===== src/rtl/vector_sweep_ctrl_pkg.sv =====
// Shared types and default sizing for the exhaustive vector sweep sequencer.
package vector_sweep_ctrl_pkg;

  localparam int unsigned N_IN_DEF   = 3;
  localparam int unsigned N_OUT_DEF  = 2;
  localparam int unsigned SETTLE_DEF = 19;

  typedef enum logic [1:0] {
    ST_IDLE   = 2'd0,
    ST_DRIVE  = 2'd1,
    ST_SAMPLE = 2'd2,
    ST_DONE   = 2'd3
  } state_t;

  // Settle counter width; a one-cycle settle still needs a 1-bit register.
  function automatic int unsigned timer_width(input int unsigned settle);
    return (settle > 1) ? $clog2(settle) : 1;
  endfunction

endpackage


===== src/rtl/vector_sweep_ctrl_settle_timer.sv =====
// Clearable up-counter that flags the last settle cycle of a driven vector.
module vector_sweep_ctrl_settle_timer
  import vector_sweep_ctrl_pkg::*;
#(
  parameter int unsigned SETTLE = SETTLE_DEF
) (
  input  logic clk,
  input  logic rst_n,
  input  logic clear,
  input  logic enable,
  output logic expire
);

  localparam int unsigned CW = timer_width(SETTLE);

  logic [CW-1:0] cnt;

  always_ff @(posedge clk or negedge rst_n) begin
    if (!rst_n) begin
      cnt <= '0;
    end else if (clear) begin
      cnt <= '0;
    end else if (enable) begin
      cnt <= cnt + CW'(1);
    end
  end

  assign expire = (cnt == CW'(SETTLE - 1));

endmodule


===== src/rtl/vector_sweep_ctrl.sv =====
// Sweeps every input vector of a combinational UUT, samples its outputs after
// a settle window and keeps a running tally of all-zero responses.
module vector_sweep_ctrl
  import vector_sweep_ctrl_pkg::*;
#(
  parameter int unsigned N_IN   = N_IN_DEF,
  parameter int unsigned N_OUT  = N_OUT_DEF,
  parameter int unsigned SETTLE = SETTLE_DEF
) (
  input  logic             clk,
  input  logic             rst_n,
  input  logic             start,
  input  logic             abort,
  input  logic [N_OUT-1:0] dut_out,
  output logic [N_IN-1:0]  dut_in,
  output logic             busy,
  output logic             sample_valid,
  output logic [N_IN-1:0]  sample_vec,
  output logic [N_OUT-1:0] sample_out,
  output logic             all_zero,
  output logic [N_IN:0]    zero_count,
  output logic [N_IN-1:0]  first_zero_vec,
  output logic             done
);

  localparam int unsigned ZW = N_IN + 1;
  localparam logic [N_IN-1:0] VEC_LAST = '1;

  state_t             state_q, state_d;
  logic [N_IN-1:0]    vec_q, vec_d;
  logic [N_IN-1:0]    dut_in_d;
  logic               busy_d;
  logic               sample_valid_d;
  logic [N_IN-1:0]    sample_vec_d;
  logic [N_OUT-1:0]   sample_out_d;
  logic               all_zero_d;
  logic [N_IN:0]      zero_count_d;
  logic [N_IN-1:0]    first_zero_vec_d;
  logic               done_d;
  logic               expire;
  logic               timer_clear;
  logic               timer_en;

  // Counter only runs in DRIVE and rearms itself on the last settle cycle.
  assign timer_en    = (state_q == ST_DRIVE);
  assign timer_clear = (state_q != ST_DRIVE) || expire;

  vector_sweep_ctrl_settle_timer #(
    .SETTLE (SETTLE)
  ) u_settle_timer (
    .clk    (clk),
    .rst_n  (rst_n),
    .clear  (timer_clear),
    .enable (timer_en),
    .expire (expire)
  );

  always_comb begin
    state_d          = state_q;
    vec_d            = vec_q;
    sample_valid_d   = 1'b0;
    all_zero_d       = 1'b0;
    done_d           = 1'b0;
    sample_vec_d     = sample_vec;
    sample_out_d     = sample_out;
    zero_count_d     = zero_count;
    first_zero_vec_d = first_zero_vec;

    case (state_q)
      ST_IDLE: begin
        if (start) begin
          state_d          = ST_DRIVE;
          vec_d            = '0;
          zero_count_d     = '0;
          first_zero_vec_d = '0;
        end
      end
      ST_DRIVE: begin
        if (abort) begin
          state_d = ST_IDLE;
        end else if (expire) begin
          state_d = ST_SAMPLE;
        end
      end
      ST_SAMPLE: begin
        if (abort) begin
          state_d = ST_IDLE;
        end else begin
          sample_valid_d = 1'b1;
          sample_vec_d   = vec_q;
          sample_out_d   = dut_out;
          all_zero_d     = (dut_out == '0);
          if (dut_out == '0) begin
            zero_count_d = zero_count + ZW'(1);
            if (zero_count == '0) begin
              first_zero_vec_d = vec_q;
            end
          end
          // Completion is the all-ones compare; vec never wraps.
          if (vec_q == VEC_LAST) begin
            state_d = ST_DONE;
            done_d  = 1'b1;
          end else begin
            vec_d   = vec_q + N_IN'(1);
            state_d = ST_DRIVE;
          end
        end
      end
      ST_DONE: begin
        state_d = ST_IDLE;
      end
      default: begin
        state_d = ST_IDLE;
      end
    endcase

    busy_d   = (state_d != ST_IDLE);
    dut_in_d = (state_d == ST_IDLE) ? '0 : vec_d;
  end

  always_ff @(posedge clk or negedge rst_n) begin
    if (!rst_n) begin
      state_q        <= ST_IDLE;
      vec_q          <= '0;
      dut_in         <= '0;
      busy           <= 1'b0;
      sample_valid   <= 1'b0;
      sample_vec     <= '0;
      sample_out     <= '0;
      all_zero       <= 1'b0;
      zero_count     <= '0;
      first_zero_vec <= '0;
      done           <= 1'b0;
    end else begin
      state_q        <= state_d;
      vec_q          <= vec_d;
      dut_in         <= dut_in_d;
      busy           <= busy_d;
      sample_valid   <= sample_valid_d;
      sample_vec     <= sample_vec_d;
      sample_out     <= sample_out_d;
      all_zero       <= all_zero_d;
      zero_count     <= zero_count_d;
      first_zero_vec <= first_zero_vec_d;
      done           <= done_d;
    end
  end

endmodule


===== config.mk =====
export PLATFORM = sky130hd
export DESIGN_NAME = vector_sweep_ctrl
export DESIGN_NICKNAME = d
export VERILOG_FILES = /design/src/rtl/vector_sweep_ctrl_pkg.sv /design/src/rtl/vector_sweep_ctrl_settle_timer.sv /design/src/rtl/vector_sweep_ctrl.sv
export SDC_FILE = /design/constraint.sdc
export NUM_CORES = 1
export LEC_CHECK = 0
export CAP_MARGIN = 20
export CORE_AREA = 2 2 51 53
export DETAILED_ROUTE_END_ITERATION = 7
export DIE_AREA = 0 0 53 55
export DONT_BUFFER_PORTS = 1
export PLACE_DENSITY = 0.73
export RECOVER_POWER = 25
export SLEW_MARGIN = 20
export SYNTH_ARGS = -nofsm -noshare
export SYNTH_HDL_FRONTEND = slang
export SYNTH_HIERARCHICAL = 1
export SYNTH_SLANG_ARGS = --single-unit

===== constraint.sdc =====
create_clock -name clk -period 4.05 [get_ports clk]
set_input_delay 0.81 -clock clk [delete_from_list [all_inputs] [get_ports clk]]
set_output_delay 0.81 -clock clk [all_outputs]
set_load 0.01 [all_outputs]

; ---- Word level (Yosys, flattened, before mapping)
; Cells that the tools add are included.
[op_classes]
n_addsub = 3
eq_ne = 10
mux = 29
n_bitwise = 1
n_reduce_logical = 11
[ops]
columns = operator, count
row1 = 2-to-1 mux 3 bit, 8
row2 = 2-to-1 mux 4 bit, 3
row3 = case mux 3 bit (2 select lines), 2
row4 = 2-to-1 mux 2 bit, 5
row5 = 2-to-1 mux 5 bit, 2
row6 = inequality test 2 bit (second input constant), 4
row7 = case mux 2 bit (4 select lines), 1
row8 = case mux 4 bit (2 select lines), 1
row9 = 2-to-1 mux 1 bit, 7
row10 = zero test 2 bit, 3
row11 = nonzero test 2 bit, 3
row12 = adder 5 x 1 -> 5 bit (second input constant), 1
row13 = == test 5 bit (second input constant), 1
row14 = AND reduction 5 bit, 1
row15 = adder 4 x 1 -> 4 bit (second input constant), 1
row16 = == test 2 bit (second input constant), 2
row17 = zero test 4 bit, 1
row18 = AND reduction 4 bit, 1
row19 = adder 3 x 1 -> 3 bit (second input constant), 1
row20 = == test 3 bit (second input constant), 1
row21 = == test 2 x 1 -> 1 bit (second input constant), 1
row22 = inequality test 2 x 1 -> 1 bit (second input constant), 1
row23 = AND reduction 2 bit, 1
row24 = logical OR 1 bit, 1
row25 = NOT 1 bit, 1
[word_totals]
reg_bits = 29
in_bits = 6
output_inout_bits = 19
wordCells = 66

; ---- Depth between registers and ports, before layout
; Gate-level depths: netlist of the first run.
[logic_depth]
word_depth = 6
ltp_mapped = 7
ltp_nobuf = 7

; ---- Cells and area by module
; The synthesis of the first run kept the hierarchy.
[by_module_without_submodules]
columns = module, instances, cells_per_inst, area_per_inst_um2
row1 = vector_sweep_ctrl, 1, 106, 1076.0
row2 = vector_sweep_ctrl_settle_timer, 1, 26, 279.0

; ---- Worst setup path after synthesis of the first run
; OpenSTA, ideal clock, no wires.
[synth_timing]
path_kind = input to register
start = in abort
end = reg zero_count[3]
t_arrival_ns = 1.789
setup_slack_ns = 2.142
cell_stages = 4
cell_sequence = or4b_4 > a211oi_2 > xor2_1 > and2_1
[synth_via]
elab_chain_len = 2
[synth_rtl]
columns = element, line
row1 = start: declaration, vector_sweep_ctrl.sv:13  ; input logic abort,
row2 = inequality test 2 bit (no line), --
row3 = AND reduction 4 bit (no line), --
row4 = end signal: assignment, vector_sweep_ctrl.sv:143  ; zero_count <= zero_count_d;
row5 = end: declaration, vector_sweep_ctrl.sv:21  ; output logic [N_IN:0] zero_count,
; No other way between the ends.
; A chain may end at the register's enable or synchronous reset.

; ---- Worst setup path after layout of the first run
[layout_timing]
start = reg zero_count[0]
end = reg first_zero_vec[1]
[layout_via]
elab_chain_len = 3
[layout_rtl]
columns = element, line
row1 = zero test 4 bit, vector_sweep_ctrl.sv:95  ; if (zero_count == '0) begin
row2 = inequality test 2 bit (no line), --
row3 = AND reduction 5 bit (no line), --
row4 = end signal: assignment, vector_sweep_ctrl.sv:144  ; first_zero_vec <= first_zero_vec_d;
row5 = end: declaration, vector_sweep_ctrl.sv:22  ; output logic [N_IN-1:0] first_zero_vec,
; No other way between the ends.

==> impl_metrics.tcl, run 1 <==
set metrics [dict create \
    cts_max_level 2 \
    power_leakage_uw 0.000688 \
    ys_seq_elements 29 \
    ys.flop_type "dfrtp_1" \
    path_cells "inv_1, ha_1, nor3b_1, nor3b_1, o21ai_0, a32o_1" \
    post-route-min-period_ns 1.87 \
    grt_max_degree 30 \
    grt_antenna_before_repair 0 \
    rsz0062_at_grt "false" \
    ios 25 \
    synth_top_area_share_pct 53.6 \
    dp_cells 159 \
    required_ns 4.26 \
    yosysTopAreaCell "dfrtp_1" \
    max_freq_mhz 535 \
    grt-ovfl-total 0 \
    hp-class "in2async" \
    final_hold_viol_count 0 \
    synth_cells 132 \
    worstMarginPinSlew_ns 0.517 \
    start_util_pct 57.3 \
    routed_via_density 5.74 \
    diodes 0 \
    area.growth.synth_to_final_pct 5.54 \
    status "finished clean" \
    seq_area_frac_synth_pct 53.6 \
    setup_viol 0 \
    fin_area_mm2 0.00143 \
    die_width_um 53 \
    drive_gt1_share_pct 9.56 \
    clk_latency_ns 0.32 \
    critical_path_class "reg2reg" \
    cts_tree "done" \
    worst_hold_slack_ns 0.174 \
    grt_pass1_wl_um 4450 \
    drc 0 \
    clock_path_buffers 2 \
    die_y_um 55 \
    final_max_slew_viol_count 0 \
    cp_num_buf_inv 1 \
    portBuffers 0 \
    postCtsSetupBuffers 0 \
    grt_pass1_vias 962 \
    placed_cell_area_mm2 0.00138 \
    synth_area_leaders "dfrtp_1 54%, nand2_1 5.5%, ha_1 4.6%" \
    cts_sinks 29 \
    first_iter_violations 19 \
    max_cap_violations 0 \
    arrival_ns 2.08 \
    path_max_fanout 6 \
    routedWlPerCell_um 15.5 \
    post-route-period-util_pct 46.1 \
    cts_root_buf "clkbuf_4" \
    gp_congestion 0.790 \
    ys_warn_count 6 \
    power_density_mw_per_mm2 365 \
    crit_slowest_cell "dfrtp_1" \
    vdd.ir_drop.worst_v 0.000257 \
    cts_resized 0 \
    cts_buffers 5 \
    drtAntennaViolNets 0 \
    rows 18 \
    slew-limit-headroom_pct 65.4 \
    routed_wl_um 2570 \
    cp_slowest_stage_delay_ns 0.48 \
    synth_nets 143 \
    die-area_mm2 0.00292 \
    syn_avg_cell_area_um2 10.3 \
    fin_setup_tns_ns 0 \
    r2r_slack_ns 2.18 \
    async_reset_ff_share_pct 100 \
    fin_skew_ns 0.00230 \
    firstDrtPassIters 4 \
    fill_cells 213 \
    cpLargestDelayFamily "simple AND/OR/NAND/NOR gates" \
    coreArea_mm2 0.00236 \
    track_usage_pct 22.3 \
    fin_cells 166 \
    startpoint_type "register" \
    cp_common_cell "nor3b_1" \
    hpwl_um 1820 \
    num_vias 953 \
    crit_path_end_kind "register" \
    postCtsHoldBufs 0 \
    path_clk_slew_ns 0.09 \
    ys_types 34 \
    nets 147 \
    synthesis.area_mm2 0.00136 \
    synth_edf_count 0 \
]
[state kept, by name (all words and copies together), names as in the netlist, 2 cells and up]
signal,cells
u_settle_timer/cnt,5
zero_count,4
state_q,2
first_zero_vec,3
sample_out,2
vec_q,3
dut_in,3
sample_vec,3
[power by group]
part	internal (uW)	switching [uW]	leakage [uW]
combinational	15.7	23.2	0.000257
sequential	297	9.92	0.000400
clock	81.8	94.1	0.0000314
[area by class of cell]
cell class | instances | area [um2] | share of cell area (%)
Sequential cell | 29 | 726 | 50.7
Clock buffer | 7 | 55.1 | 3.85
Multi-Input combinational cell | 93 | 586 | 40.9
Tap cell | 30 | 37.5 | 2.62
Inverter | 7 | 26.3 | 1.84
[worst register-to-register path: cells and delay by family (launching register included)]
| family | cells | cell delay, ns |
|---|---|---|
| and+or+nand+nor | 2 | 0.63 |
| DFF | 1 | 0.48 |
| AOI/OAI and AO/OA | 2 | 0.44 |
| adders and majority gates | 1 | 0.14 |
| buffers and inverters | 1 | 0.09 |
[worst paths after layout]
| kind | endpoint | start | depth (start not counted) |
|---|---|---|---|
| min in group clk | state_q[1] | abort | 1 |
| hold / removal | vec_q[1] | rst_n | 0 |
| setup / recovery | first_zero_vec[1] | zero_count[0] | 6 |
| setup reg to reg | first_zero_vec[1] | zero_count[0] | 6 |
| hold reg to reg | sample_vec[2] | sample_vec[2] | 2 |
| max in group asynchronous | first_zero_vec[0] | rst_n | 0 |
[stage by stage]
| step | power, uW | worst slack, ns | util (%) |
|---|---|---|---|
| 3_5_place_dp | 352 | 2.05 | 58.1 |
| 4_1_cts | 526 | 2.16 | 60.5 |
| 6_report | 522 | 2.18 | 60.5 |
| 2_1_floorplan | 344 | 2.14 | - |
| 3_3_place_gp | 349 | 2.06 | 58.1 |
| 5_1_grt | 555 | 1.95 | 60.5 |
[metal layers]
metal	wire length (um)	track usage, %	vias to the layer above
li1	-	-	459
met1	1110	26.4	466
met2	1240	34.6	24
met3	179	11.3	4
met4	37	8.97	0
met5	0	0	-
[cell families (layout without fill, tap and decap cells)]
logic type	count (synthesis)	count (layout)	synth area share, %
fa+ha+maj	5	5	4.62
flops	29	29	53.6
buf+inv	10	14	3.23
compound gates	21	21	10.4
xor+xnor	3	3	1.94
mux	3	3	2.95
simple gates	61	61	23.3
[cell usage in the layout (no fill, tap or decap), drive strengths merged]
master,count
a211oi,1
or2b,1
and2,2
mux2i,1
or4b,1
dfrtp,29
a32oi,1
nand3,6
nor3,3
nand3b,1
nor3b,3
nand4,2
nor2b,2
o21ai,4
xor2,2
a21oi,9
a22oi,1
nand2,20
mux2,2
xnor2,1
o21a,1
nand2b,5
nor2,13
clkbuf,7
a21bo,1
a32o,3
or3b,1
ha,5
or3,1
inv,7
[cells in the mapped netlist (3+ instances only)]
library cell and instances:
a21oi_1 9, ha_1 5, nor2_1 13, nor3b_1 3
nand3_1 6, a32o_1 3, nand2_1 20, nand2b_1 5
dfrtp_1 29, o21ai_0 3, inv_1 6
No activity file was read; power rests on OpenSTA's default activity.
==> inputs of run 2 (changes only) <==
Clock period 4.05 ns to 1.8 ns, I/O delays scaled along.
==> impl_metrics.tcl, run 2 (synthesis gave the netlist of run 1 again) <==
set metrics [dict create \
    status "finished clean" \
    path_clk_slew_ns 0.09 \
    fin_util_pct 63.4 \
    routed_via_density 5.61 \
    startpoint_type "register" \
    layout_common_cells "29 x dfrtp_1, 20 x nand2_1, 13 x nor2_1, 9 x a21oi_1, 7 x buf_4" \
    routed_wl_um 2660 \
    final_hold_viol_count 0 \
    grt_pass1_wl_um 4350 \
    rows 18 \
    switching_share_pct 26.3 \
    fin_setup_tns_ns 0 \
    rr_startpoint "state_q[0]" \
    grt_pass1_vias 998 \
    first_iter_violations 9 \
    firstDrtPassIters 4 \
    num_vias 988 \
    fin_skew_ns 0.0126 \
    grt-ovfl-total 0 \
    die-area_mm2 0.00292 \
    intPower_uw 858 \
    max_cap_violations 0 \
    start_util_pct 57.3 \
    rsz0062_at_grt "false" \
    power_leakage_uw 0.000736 \
    crit_slowest_cell "dfrtp_1" \
    drive_gt1_share_pct 15.8 \
    portBuffers 0 \
    cts_buffers 5 \
    holdCritStartpoint "abort" \
    post-route-period-util_pct 91.9 \
    worstMarginPinSlew_ns 0.705 \
    vdd.ir_drop.worst_v 0.000659 \
    critical_path_class "reg2reg" \
    power_density_mw_per_mm2 777 \
    cts_tree "done" \
    finalPower_uw 1160 \
    hp-class "in2reg" \
    regMostFlops "u_settle_timer/cnt" \
    p_clk_share_pct 31.5 \
    highest_layer "met4" \
    route.met2.wl_um 1290 \
    final_max_slew_viol_count 0 \
    max_freq_mhz 604 \
    largest_reg_flops 5 \
    track_usage_pct 21.8 \
    required_ns 2.02 \
    post-route-min-period_ns 1.65 \
    routedWlPerCell_um 15.1 \
    cp_slowest_stage_delay_ns 0.52 \
    clk_latency_ns 0.33 \
    min_path_cells 1 \
    cts_root_buf "clkbuf_4" \
    r2r_end "u_settle_timer/cnt[3]" \
    drc 0 \
    crit_path_end_kind "register" \
    min_to "state_q[1]" \
    area.growth.synth_to_final_pct 10.6 \
    setup_viol 0 \
    nets 156 \
    top_regs "u_settle_timer/cnt (5), zero_count (4)" \
    die_y_um 55 \
    grt_antenna_before_repair 0 \
    cts_max_level 2 \
    hpwl_um 1870 \
    path_cells "inv_1, nor2_1, buf_4, nand4_1, mux2_4" \
    diodes 0 \
    die_width_um 53 \
    power_frac_comb_pct 9.2 \
    path_max_fanout 9 \
    dp_cells 166 \
    reg2reg_depth 5 \
    r2r_slack_ns 0.15 \
    wl_met3_um 167 \
    cts_sinks 29 \
    ios 25 \
    slew-limit-headroom_pct 53.0 \
    drtAntennaViolNets 0 \
    power_switching_uw 307 \
    gp_congestion 0.734 \
    clock_path_buffers 2 \
    mostFrequentLayoutCell "dfrtp_1" \
    seqPwrFrac_pct 59.3 \
    grt_max_degree 30 \
    arrival_ns 1.87 \
    postCtsSetupBuffers 0 \
    coreArea_mm2 0.00236 \
    fin_cells 176 \
    wl_met1_um 1150 \
]
## run 2: worst max path at each step
stage	from	to	slack, ns	cells past startpoint
after global placement	zero_count[1]	first_zero_vec[2]	0.21	6
after detailed placement	zero_count[1]	first_zero_vec[2]	0.12	6
after CTS	zero_count[1]	first_zero_vec[1]	0.08	6
after floorplan	zero_count[0]	first_zero_vec[0]	0.20	6
after global routing	u_settle_timer/cnt[0]	u_settle_timer/cnt[3]	0.03	7
final	state_q[0]	u_settle_timer/cnt[3]	0.15	5
## run 2: area by class of cell
class                      instances  area [um2]
clock inverter                     2        10.0
inverter                           7        26.3
fill                             189         866
timing repair buffer               9        67.6
clock buffer                       6        41.3
sequential                        29         726
tap                               30        37.5
multi-input combinational         93         591
## run 2: per-layer routing
metal  global-route usage (%)  vias to the layer above
li1                         -                      479
met1                     24.2                      480
met2                     36.0                       24
met3                     10.5                        5
met4                     8.97                        0
met5                        0                        -
## run 2: critical path: cells and delay by family (launching register included)
kind / cells / cell delay [ns]
multiplexers: 1 / 0.32
buffers and inverters: 2 / 0.36
flip-flops: 1 / 0.52
AND/OR/NAND/NOR: 2 / 0.34
## run 2: through the flow
step	worst slack (ns)	area [um2]	hold WS, ns
global route	0.0340	1500	0.0546
floorplan	0.196	1360	0.0644
CTS	0.0825	1510	0.0726
detailed placement	0.116	1430	0.0650
global placement	0.210	1430	0.0651
finish	0.145	1500	0.0863
## run 2: power groups by stage
| stage | registers (uW) | logic [uW] | clock network, uW |
|---|---|---|---|
| after floorplan | 694 | 79.1 | 0 |
| after global placement | 703 | 89.4 | 0 |
| after detailed placement | 704 | 90.9 | 0 |
| after CTS | 691 | 112 | 382 |
| after global routing | 695 | 125 | 417 |
| final | 691 | 107 | 367 |
## run 2: timing repair
item / 4_1_cts / 5_1_grt
gates resized for setup: 0 / 1
endpoints found under the hold margin: 29 / 0
endpoints found under the setup margin: 0 / 3
hold buffers: 2 / 0
